## src/rtl/ltc_gen.sv

```systemverilog
// SMPTE linear timecode generator: HH:MM:SS:FF counter at 24/25/30DF/30 fps
// driving an 80-bit biphase-mark LTC stream with preset load and user bits.
module ltc_gen #(
    parameter int CLK_HZ = 12_000_000,
    parameter int DIV_W  = 16
) (
    input  logic        clk,
    input  logic        reset_n,
    input  logic [1:0]  framerate,
    input  logic        run,
    input  logic        load,
    input  logic [25:0] preset,
    input  logic [31:0] user_bits,
    output logic        ltc,
    output logic        frame_start,
    output logic [25:0] tc_bcd,
    output logic        busy,
    output logic        state_dbg
);

    localparam int HALF_24 = CLK_HZ / 3840;
    localparam int HALF_25 = CLK_HZ / 4000;
    localparam int HALF_30 = CLK_HZ / 4800;

    localparam logic [DIV_W-1:0] HM_24 = DIV_W'(HALF_24 - 1);
    localparam logic [DIV_W-1:0] HM_25 = DIV_W'(HALF_25 - 1);
    localparam logic [DIV_W-1:0] HM_30 = DIV_W'(HALF_30 - 1);

    if ((CLK_HZ % 3840) != 0 || (CLK_HZ % 4000) != 0 || (CLK_HZ % 4800) != 0) begin : g_bad_clk
        $error("ltc_gen: CLK_HZ must be divisible by 3840, 4000 and 4800");
    end

    if (longint'(HALF_24 - 1) >= (longint'(1) << DIV_W)) begin : g_bad_div
        $error("ltc_gen: DIV_W too narrow for CLK_HZ/3840 - 1");
    end

    typedef enum logic {
        S_IDLE = 1'b0,
        S_RUN  = 1'b1
    } state_t;

    state_t            state;
    logic [DIV_W-1:0]  div;
    logic [6:0]        bit_idx;
    logic              second_half;
    logic [79:0]       word;
    logic [1:0]        fr_q;
    logic [25:0]       cnt;

    logic [DIV_W-1:0]  half_max;
    logic              half_done;
    logic              frame_end;
    logic              capture;
    logic [25:0]       next_tc;
    logic [79:0]       word_base;
    logic              par;
    logic [79:0]       new_word;

    // Advance the BCD time by one frame; >= compares let bad preset digits wrap.
    function automatic logic [25:0] tc_advance(input logic [25:0] t, input logic [1:0] fr);
        logic [1:0] hd;
        logic [3:0] hu;
        logic [2:0] md;
        logic [3:0] mu;
        logic [2:0] sd;
        logic [3:0] su;
        logic [1:0] fd;
        logic [3:0] fu;
        logic [3:0] fmax_u;
        logic       c_s;
        logic       c_m;
        logic       c_h;
        {hd, hu, md, mu, sd, su, fd, fu} = t;
        fmax_u = (fr == 2'b00) ? 4'd3 : (fr == 2'b01) ? 4'd4 : 4'd9;
        c_s = 1'b0;
        c_m = 1'b0;
        c_h = 1'b0;
        if (fd > 2'd2 || (fd == 2'd2 && fu >= fmax_u)) begin
            fd  = 2'd0;
            fu  = 4'd0;
            c_s = 1'b1;
        end else if (fu >= 4'd9) begin
            fu = 4'd0;
            fd = fd + 2'd1;
        end else begin
            fu = fu + 4'd1;
        end
        if (c_s) begin
            if (su >= 4'd9) begin
                su = 4'd0;
                if (sd >= 3'd5) begin
                    sd  = 3'd0;
                    c_m = 1'b1;
                end else begin
                    sd = sd + 3'd1;
                end
            end else begin
                su = su + 4'd1;
            end
        end
        if (c_m) begin
            if (mu >= 4'd9) begin
                mu = 4'd0;
                if (md >= 3'd5) begin
                    md  = 3'd0;
                    c_h = 1'b1;
                end else begin
                    md = md + 3'd1;
                end
            end else begin
                mu = mu + 4'd1;
            end
        end
        if (c_h) begin
            if (hd >= 2'd2 && hu >= 4'd3) begin
                hd = 2'd0;
                hu = 4'd0;
            end else if (hu >= 4'd9) begin
                hu = 4'd0;
                hd = hd + 2'd1;
            end else begin
                hu = hu + 4'd1;
            end
        end
        // Drop-frame numbering skips ff 00/01 at the start of minutes not divisible by ten.
        if (fr == 2'b10 && c_m && mu != 4'd0) begin
            fu = 4'd2;
        end
        return {hd, hu, md, mu, sd, su, fd, fu};
    endfunction

    always_comb begin
        half_max = HM_30;
        case (fr_q)
            2'b00:   half_max = HM_24;
            2'b01:   half_max = HM_25;
            default: half_max = HM_30;
        endcase
    end

    assign half_done = (div == half_max);
    assign frame_end = (state == S_RUN) && half_done && second_half && (bit_idx == 7'd79);
    assign capture   = ((state == S_IDLE) && run) || (frame_end && run);
    assign next_tc   = tc_advance(cnt, framerate);

    // Bit 0 ends up at the LSB; both polarity slots start cleared.
    assign word_base = {16'hBFFC,
                        user_bits[31:28], 1'b0, 1'b0, cnt[25:24],
                        user_bits[27:24], cnt[23:20],
                        user_bits[23:20], 1'b0, cnt[19:17],
                        user_bits[19:16], cnt[16:13],
                        user_bits[15:12], 1'b0, cnt[12:10],
                        user_bits[11:8],  cnt[9:6],
                        user_bits[7:4],   1'b0, (framerate == 2'b10), cnt[5:4],
                        user_bits[3:0],   cnt[3:0]};
    assign par      = ^word_base;
    assign new_word = word_base
                    | (80'(par & (framerate == 2'b01)) << 59)
                    | (80'(par & (framerate != 2'b01)) << 27);

    assign state_dbg = state;

    always_ff @(posedge clk or negedge reset_n) begin
        if (!reset_n) begin
            state       <= S_IDLE;
            div         <= '0;
            bit_idx     <= 7'd0;
            second_half <= 1'b0;
            word        <= '0;
            fr_q        <= 2'b00;
            cnt         <= '0;
            ltc         <= 1'b0;
            frame_start <= 1'b0;
            tc_bcd      <= '0;
            busy        <= 1'b0;
        end else begin
            frame_start <= 1'b0;
            if (capture) begin
                state       <= S_RUN;
                busy        <= 1'b1;
                fr_q        <= framerate;
                word        <= new_word;
                tc_bcd      <= cnt;
                frame_start <= 1'b1;
                ltc         <= ~ltc;
                div         <= '0;
                bit_idx     <= 7'd0;
                second_half <= 1'b0;
            end else if (state == S_RUN) begin
                if (frame_end) begin
                    state       <= S_IDLE;
                    busy        <= 1'b0;
                    div         <= '0;
                    bit_idx     <= 7'd0;
                    second_half <= 1'b0;
                end else if (half_done) begin
                    div <= '0;
                    if (!second_half) begin
                        second_half <= 1'b1;
                        if (word[bit_idx]) begin
                            ltc <= ~ltc;
                        end
                    end else begin
                        second_half <= 1'b0;
                        bit_idx     <= bit_idx + 7'd1;
                        ltc         <= ~ltc;
                    end
                end else begin
                    div <= div + 1'b1;
                end
            end
            if (load) begin
                cnt <= preset;
            end else if (capture) begin
                cnt <= next_tc;
            end
        end
    end

endmodule

```

## config.mk

```make
export PLATFORM = sky130hd
export DESIGN_NAME = ltc_gen
export DESIGN_NICKNAME = d
export VERILOG_FILES = /design/src/rtl/ltc_gen.sv
export SDC_FILE = /design/constraint.sdc
export NUM_CORES = 1
export LEC_CHECK = 0
export CELL_PAD_IN_SITES_DETAIL_PLACEMENT = 0
export CELL_PAD_IN_SITES_GLOBAL_PLACEMENT = 1
export CORE_AREA = 5 5 134 149
export CTS_CLUSTER_DIAMETER = 80
export DETAILED_ROUTE_END_ITERATION = 6
export DIE_AREA = 0 0 139 154
export GPL_ROUTABILITY_DRIVEN = 0
export PLACE_DENSITY_LB_ADDON = 0.1
export SYNTH_ARGS = -nofsm -noshare
export SYNTH_HDL_FRONTEND = slang
export SYNTH_SLANG_ARGS = --single-unit
```

## constraint.sdc

```tcl
create_clock -name clk -period 3.7 [get_ports clk]
set_clock_uncertainty 0.1 [all_clocks]
set_input_delay 0.925 -clock clk [delete_from_list [all_inputs] [get_ports clk]]
set_output_delay 0.925 -clock clk [all_outputs]
set_load 0.01 [all_outputs]
```

## Word-level counts from Yosys, hierarchy flattened

Cells that the tools add are included.

| storage, ports and cells | value |
|---|---|
| bits of input ports | 64 |
| logic and storage cells | 153 |
| register bits | 162 |

| cells by class | value |
|---|---|
| equality and inequality tests | 8 |
| magnitude comparators | 11 |
| bitwise logic cells | 6 |
| $add $sub $neg | 10 |
| multiplexer cells | 62 |
| reductions and logical operators | 39 |

Operator list:

| cell | count |
|---|---|
| 80-bit by 28-bit OR with 80-bit output | 1 |
| 80-bit by 60-bit OR with 80-bit output | 1 |
| 80-bit parity | 1 |
| 16-bit 2-to-1 mux | 4 |
| 26-bit 2-to-1 mux | 2 |
| 4-bit 2-to-1 mux | 12 |
| 7-bit 2-to-1 mux | 5 |
| 1-bit 2-to-1 mux | 26 |
| 11-bit case mux with 2 select lines | 1 |
| 3-bit 2-to-1 mux | 6 |
| 2-bit nonzero test | 9 |
| 16-bit by 1-bit adder with 16-bit output, second input constant | 1 |
| 4-bit by 1-bit adder with 4-bit output, second input constant | 4 |
| 16-bit equality test | 1 |
| 4-bit greater-or-equal comparator, second input constant | 4 |
| 3-bit nonzero test | 5 |
| 3-bit AND reduction | 4 |
| 2-bit 2-to-1 mux | 5 |
| 2-bit AND reduction | 5 |
| 1-bit logical AND | 9 |
| 7-bit by 8-bit < comparator with 1-bit output, second input constant | 1 |
| 7-bit by 1-bit adder with 7-bit output, second input constant | 1 |
| 1-bit binary-select mux with 7-bit select | 1 |
| 7-bit equality test, second input constant | 1 |
| other kinds (16) | 26 |

## Longest topological paths before layout

Gate-level depths: netlist of run 1.

| depth | value |
|---|---|
| depth in word-level cells | 14 |
| mapped depth | 10 |

## Worst setup path before layout of run 1

No wires, ideal clock.

| timing | value |
|---|---|
| path kind | input to register |
| start | input framerate[1] |
| end | register cnt[24] |
| setup slack | 426 ps |
| buffers on the path | 0 |
| setup time | 124 ps |
| arrival | 3,050 ps |
| required time | 3,476 ps |
| stages | 9 |
| cells stage by stage | or2_2 ha_1 nand2_1 o21ai_0 a31oi_2 nor4_2 nand3b_1 and2_0 o31a_1 |

| between the ends | value |
|---|---|
| word-level cells in the longest chain between the ends | 11 |
| elaborated cells between the ends (all ways) | 12 |
| those cells by class | 1 x order compare; 1 x eq/ne; 5 x mux; 5 x reduce/logical |

RTL lines:

| item | RTL line | text |
|---|---|---|
| start, declared | 9 | `input logic [1:0] framerate,` |
| 2-bit by 1-bit equality test with 1-bit output | 74 | `fmax_u = (fr == 2'b00) ? 4'd3 : (fr == 2'b01) ? 4'd4 : 4'd9;` |
| 4-bit 2-to-1 mux | 74 |  |
| 4-bit 2-to-1 mux * | 74 |  |
| 4-bit greater-or-equal comparator * | 78 | `if (fd > 2'd2 \|\| (fd == 2'd2 && fu >= fmax_u)) begin` |
| 1-bit logical AND * | 78 |  |
| 1-bit logical OR * | 78 |  |
| 1-bit 2-to-1 mux * | 78 |  |
| 1-bit 2-to-1 mux * | 88 | `if (c_s) begin` |
| 1-bit 2-to-1 mux * | 101 | `if (c_m) begin` |
| 2-bit nonzero test (no line) * | -- |  |
| 3-bit AND reduction (no line) * | -- |  |
| end signal, assigned | 213 | `cnt <= preset;` |
| end signal, assigned | 215 | `cnt <= next_tc;` |
| end, declared | 48 | `logic [25:0] cnt;` |

Mark *: on every way between the ends. The rest lies on a longest branch, timed or not.
A chain may end at the register's enable or synchronous reset.

## Final worst setup path of run 1

| timing | value |
|---|---|
| start | input framerate[0] |
| end | register cnt[1] |

| between the ends | value |
|---|---|
| word-level cells in the longest chain between the ends | 14 |
| elaborated cells between the ends (all ways) | 18 |
| those cells by class | 1 x order compare; 2 x eq/ne; 9 x mux; 6 x reduce/logical |

RTL lines:

| item | RTL line | text |
|---|---|---|
| 2-bit by 1-bit equality test with 1-bit output | 74 |  |
| 4-bit 2-to-1 mux (2 in series) | 74 |  |
| 4-bit greater-or-equal comparator | 78 |  |
| 1-bit logical AND | 78 |  |
| 1-bit logical OR | 78 |  |
| 1-bit 2-to-1 mux | 78 |  |
| 1-bit 2-to-1 mux | 88 |  |
| 4-bit 2-to-1 mux | 101 |  |
| 4-bit nonzero test | 126 | `if (fr == 2'b10 && c_m && mu != 4'd0) begin` |
| 1-bit logical AND | 126 |  |
| 4-bit 2-to-1 mux * | 126 |  |
| 26-bit 2-to-1 mux * | 214 | `end else if (capture) begin` |
| 26-bit 2-to-1 mux * | 212 | `if (load) begin` |

Mark *: on every way between the ends. The rest lies on a longest branch, timed or not. The select of a mux whose other input is x is not followed.

==> out/summary.txt, run 1 <==
========================================================================================
Multi-input logic area ....................................................   3760 sq um
Per-cell routed wire length ...............................................      17.2 um
Total routed wirelength ...................................................     19300 um
Final hold violations .....................................................            0
DRC violations left .......................................................            0
CP peak stage delay .......................................................       490 ps
Post-Synthesis Cell Area ..................................................   7180 sq um
Final net count ...........................................................          961
Final standard cell area without fillers ..................................   8890 sq um
Crit-path cells ........................................................... clkdlybuf4s50_1, nor2b_1, inv_1, ha_1, a21oi_1, o21ai_0, a31oi_2, nor2_1, a311o_1, a211oi_1, o21ai_0
Post-route setup TNS ......................................................         0 ps
Setup CP Type ............................................................. input pin to flop
Setup bufs post-CTS .......................................................            0
Pin count of the biggest net entering global routing ......................           76
CTS clock-pin slew for the worst setup and hold paths .....................        50 ps
Number of instances in the synthesized netlist ............................          793
Max-slew violation total from the final report ............................            0
Proportion of synthesized flip-flops having asynchronous set or reset .....         100%
Required time at the worst-slack endpoint .................................      3890 ps
Vias ......................................................................         5753
Max Clock Freq ............................................................      302 MHz
Setup crit end kind .......................................................         flop
Sink Count ................................................................          118
Clk Latency, worst-skew pair ..............................................       410 ps
DRT antenna net count .....................................................            0
Slew at the pin closest to its max-slew limit .............................       655 ps
Core Box Area .............................................................  18200 sq um
Number of gates resized after cts .........................................            0
FF/Latch Area .............................................................   2950 sq um
Crit path max-delay cell type ............................................. clkdlybuf4s50_1
IO Port Bufs ..............................................................           93
Maximum fanout count along the critical path ..............................            5
Vias in the first global route ............................................         5878
Peak VDD IR ...............................................................   0.000283 V
Total placed instance area ................................................   8240 sq um
Leading post-synthesis cells by instance count ............................ nand2_1, dfrtp_1, o21ai_0
Clock tree from TritonCTS .................................................          yes
Number of enable flip-flop cells after synthesis ..........................            0
Grt total ovfl ............................................................            0
Number of distinct library cells after synthesis ..........................           61
Top cells by area, synth .................................................. dfrtp_1, nand2_1, ha_1
Power density relative to cell area .......................................  515 nW/um^2
Startpoint types ..........................................................    input pin
Root buffer selected by CTS ...............................................    clkbuf_16
Synth Register Bits .......................................................          118
Number of antenna violations at the first check in global routing .........            0
Warnings from Yosys .......................................................            0
Worst slack at placement ..................................................      15.9 ps
Count of H-tree levels built during CTS ...................................            4
IO Pins ...................................................................           94
Number of rows created at floorplan .......................................           52
Vertical extent of the die ................................................       154 um
Via density per instance ..................................................         5.14
Most used DFF post-synth ..................................................      dfrtp_1
Antenna diode count .......................................................            0
Share of cells above drive strength 1 .....................................        9.59%
Filler cells ..............................................................         1788
Count of endpoints failing setup in the final report ......................            0
CTS Hold Bufs .............................................................            0
Violation count after the first detailed-route iteration ..................          372
Horiz. Die Dim ............................................................       139 um
Ratio of final minimum period to clock period .............................        89.4%
Setup ws final ............................................................       393 ps
Overall global routing resource usage .....................................        18.4%
Max Cap Violations ........................................................            0
Worst reg2reg setup slack .................................................       760 ps
Die ar. ...................................................................  21400 sq um
Share of the yosys chip area belonging to registers .......................        41.1%
Unrepaired setup endpoints after global routing ...........................        false
Minimum hold slack ........................................................       369 ps
Avg Cell Area, Syn ........................................................   9.06 sq um
Clock tree buffer depth ...................................................            2
Run status ................................................................ finished clean
Total half-perimeter wirelength after legalization and detailed placement .     14200 um
Biggest area consumer among synthesized cells .............................      dfrtp_1
Arrival time reported for the critical path endpoint ......................      3490 ps
Detailed Routing Iterations Pass 1 ........................................            5
Cell type with the highest occurrence count on the critical path ..........      o21ai_0
Worst Hold Class .......................................................... flop to flop
Post-synth top area share .................................................        41.1%
Initial Utilization .......................................................        39.4%
Cell with the most instances after synthesis ..............................      nand2_1
Number of nets produced by synthesis ......................................          891
Leakage power figure ......................................................      3.94 nW
Final critical delay including setup and external delays ..................      3310 ps
Slew HR ...................................................................        56.3%
Number of buffers created by CTS ..........................................           17
First-pass GRT wire length ................................................     31800 um
Layout overhead on the synthesized area ...................................        23.8%
========================================================================================
==> cell type report <==
type	instances	share of cell area [%]
Clock buffer	19	5.09
Clock inverter	13	2.28
Inverter	28	1.18
Multi-Input combinational cell	584	42.3
Sequential cell	118	33.2
Tap cell	243	3.42
Timing Repair Buffer	114	12.5
==> registers in the layout (all words and copies together) (netlist names) <==
| signal | cells |
|---|---|
| state_dbg | 1 |
| bit_idx | 7 |
| cnt | 26 |
| second_half | 1 |
| busy | 1 |
| fr_q | 2 |
| tc_bcd | 25 |
| word | 37 |
| div | 16 |
| frame_start | 1 |
| ltc | 1 |
==> path summary, 6_finish.rpt <==
| check | start | to | cells past startpoint |
|---|---|---|---|
| worst max register to register | div[3] | cnt[9] | 8 |
| min in group asynchronous | reset_n | word[37] | 1 |
| worst max-delay path | framerate[0] | cnt[1] | 11 |
| worst min register to register | word[77] | word[77] | 1 |
| worst min-delay path | word[77] | word[77] | 1 |
| max in group asynchronous | reset_n | bit_idx[2] | 2 |
==> kinds of logic after synthesis <==
family	count (synthesis)	share of synthesized area, %
fa+ha+maj	34	5.92
compound gates	139	12.4
mux	29	6.26
flops	118	41.1
buf+inv	91	6.67
xor+xnor	60	7.32
simple gates	322	20.3
==> metal layers <==
layer | wire (um) | up-vias | share of wire (%) | GRT usage [%]
met2 | 9870 | 101 | 51 | 31.6
li1 | - | 2849 | - | -
met4 | 178 | 0 | 0.92 | 4.94
met1 | 8620 | 2789 | 45 | 23.7
met5 | 0 | - | 0 | 0
met3 | 589 | 14 | 3.1 | 3.85
==> stage by stage <==
stage               std cells  util [%]  total power [mW]
finish                   1119      48.8              4.58
global route             1119      48.8              4.82
CTS                      1119      48.8              4.63
detailed placement       1087      45.2              2.78
global placement         1087      45.2              2.76
floorplan                 793         -              2.37
==> report_power, final <==
group / leakage, nW / internal [mW] / switching (mW)
Sequential: 1.47 / 1.45 / 0.181
Clock: 0.319 / 1.23 / 0.598
Combinational: 2.14 / 0.550 / 0.567
Total: 3.94 / 3.23 / 1.35
==> worst max-delay path, delay by kind of cell <==
kind,cells,cell delay (ps)
compound gates,6,1390
fa+ha+maj,1,290
buf+inv,2,590
simple gates,2,290
==> cell usage in the layout (no fill, tap or decap), drive strengths merged, types with 13 or more instances in the layout <==
master | synthesis | routed
nand2 | 190 | 190
dfrtp | 118 | 118
clkdlybuf4s50 | 0 | 92
o21ai | 57 | 57
xnor2 | 43 | 43
nor2 | 40 | 40
ha | 34 | 34
inv | 28 | 28
nand3 | 24 | 24
buf | 44 | 22
a21oi | 19 | 19
clkbuf | 19 | 19
xor2 | 17 | 17
nor3 | 13 | 13
Note: power is estimated with default switching activity, not from simulation.
==> run 2, diff against run 1 <==
--- a/config.mk
+++ b/config.mk
@@ -13,6 +13,7 @@
 export DIE_AREA = 0 0 139 154
 export GPL_ROUTABILITY_DRIVEN = 0
 export PLACE_DENSITY_LB_ADDON = 0.1
+export SLEW_MARGIN = 10
 export SYNTH_ARGS = -nofsm -noshare
 export SYNTH_HDL_FRONTEND = slang
 export SYNTH_SLANG_ARGS = --single-unit
==> results of run 2 <==
The final DEF is identical to that of run 1; final timing and power are the same.
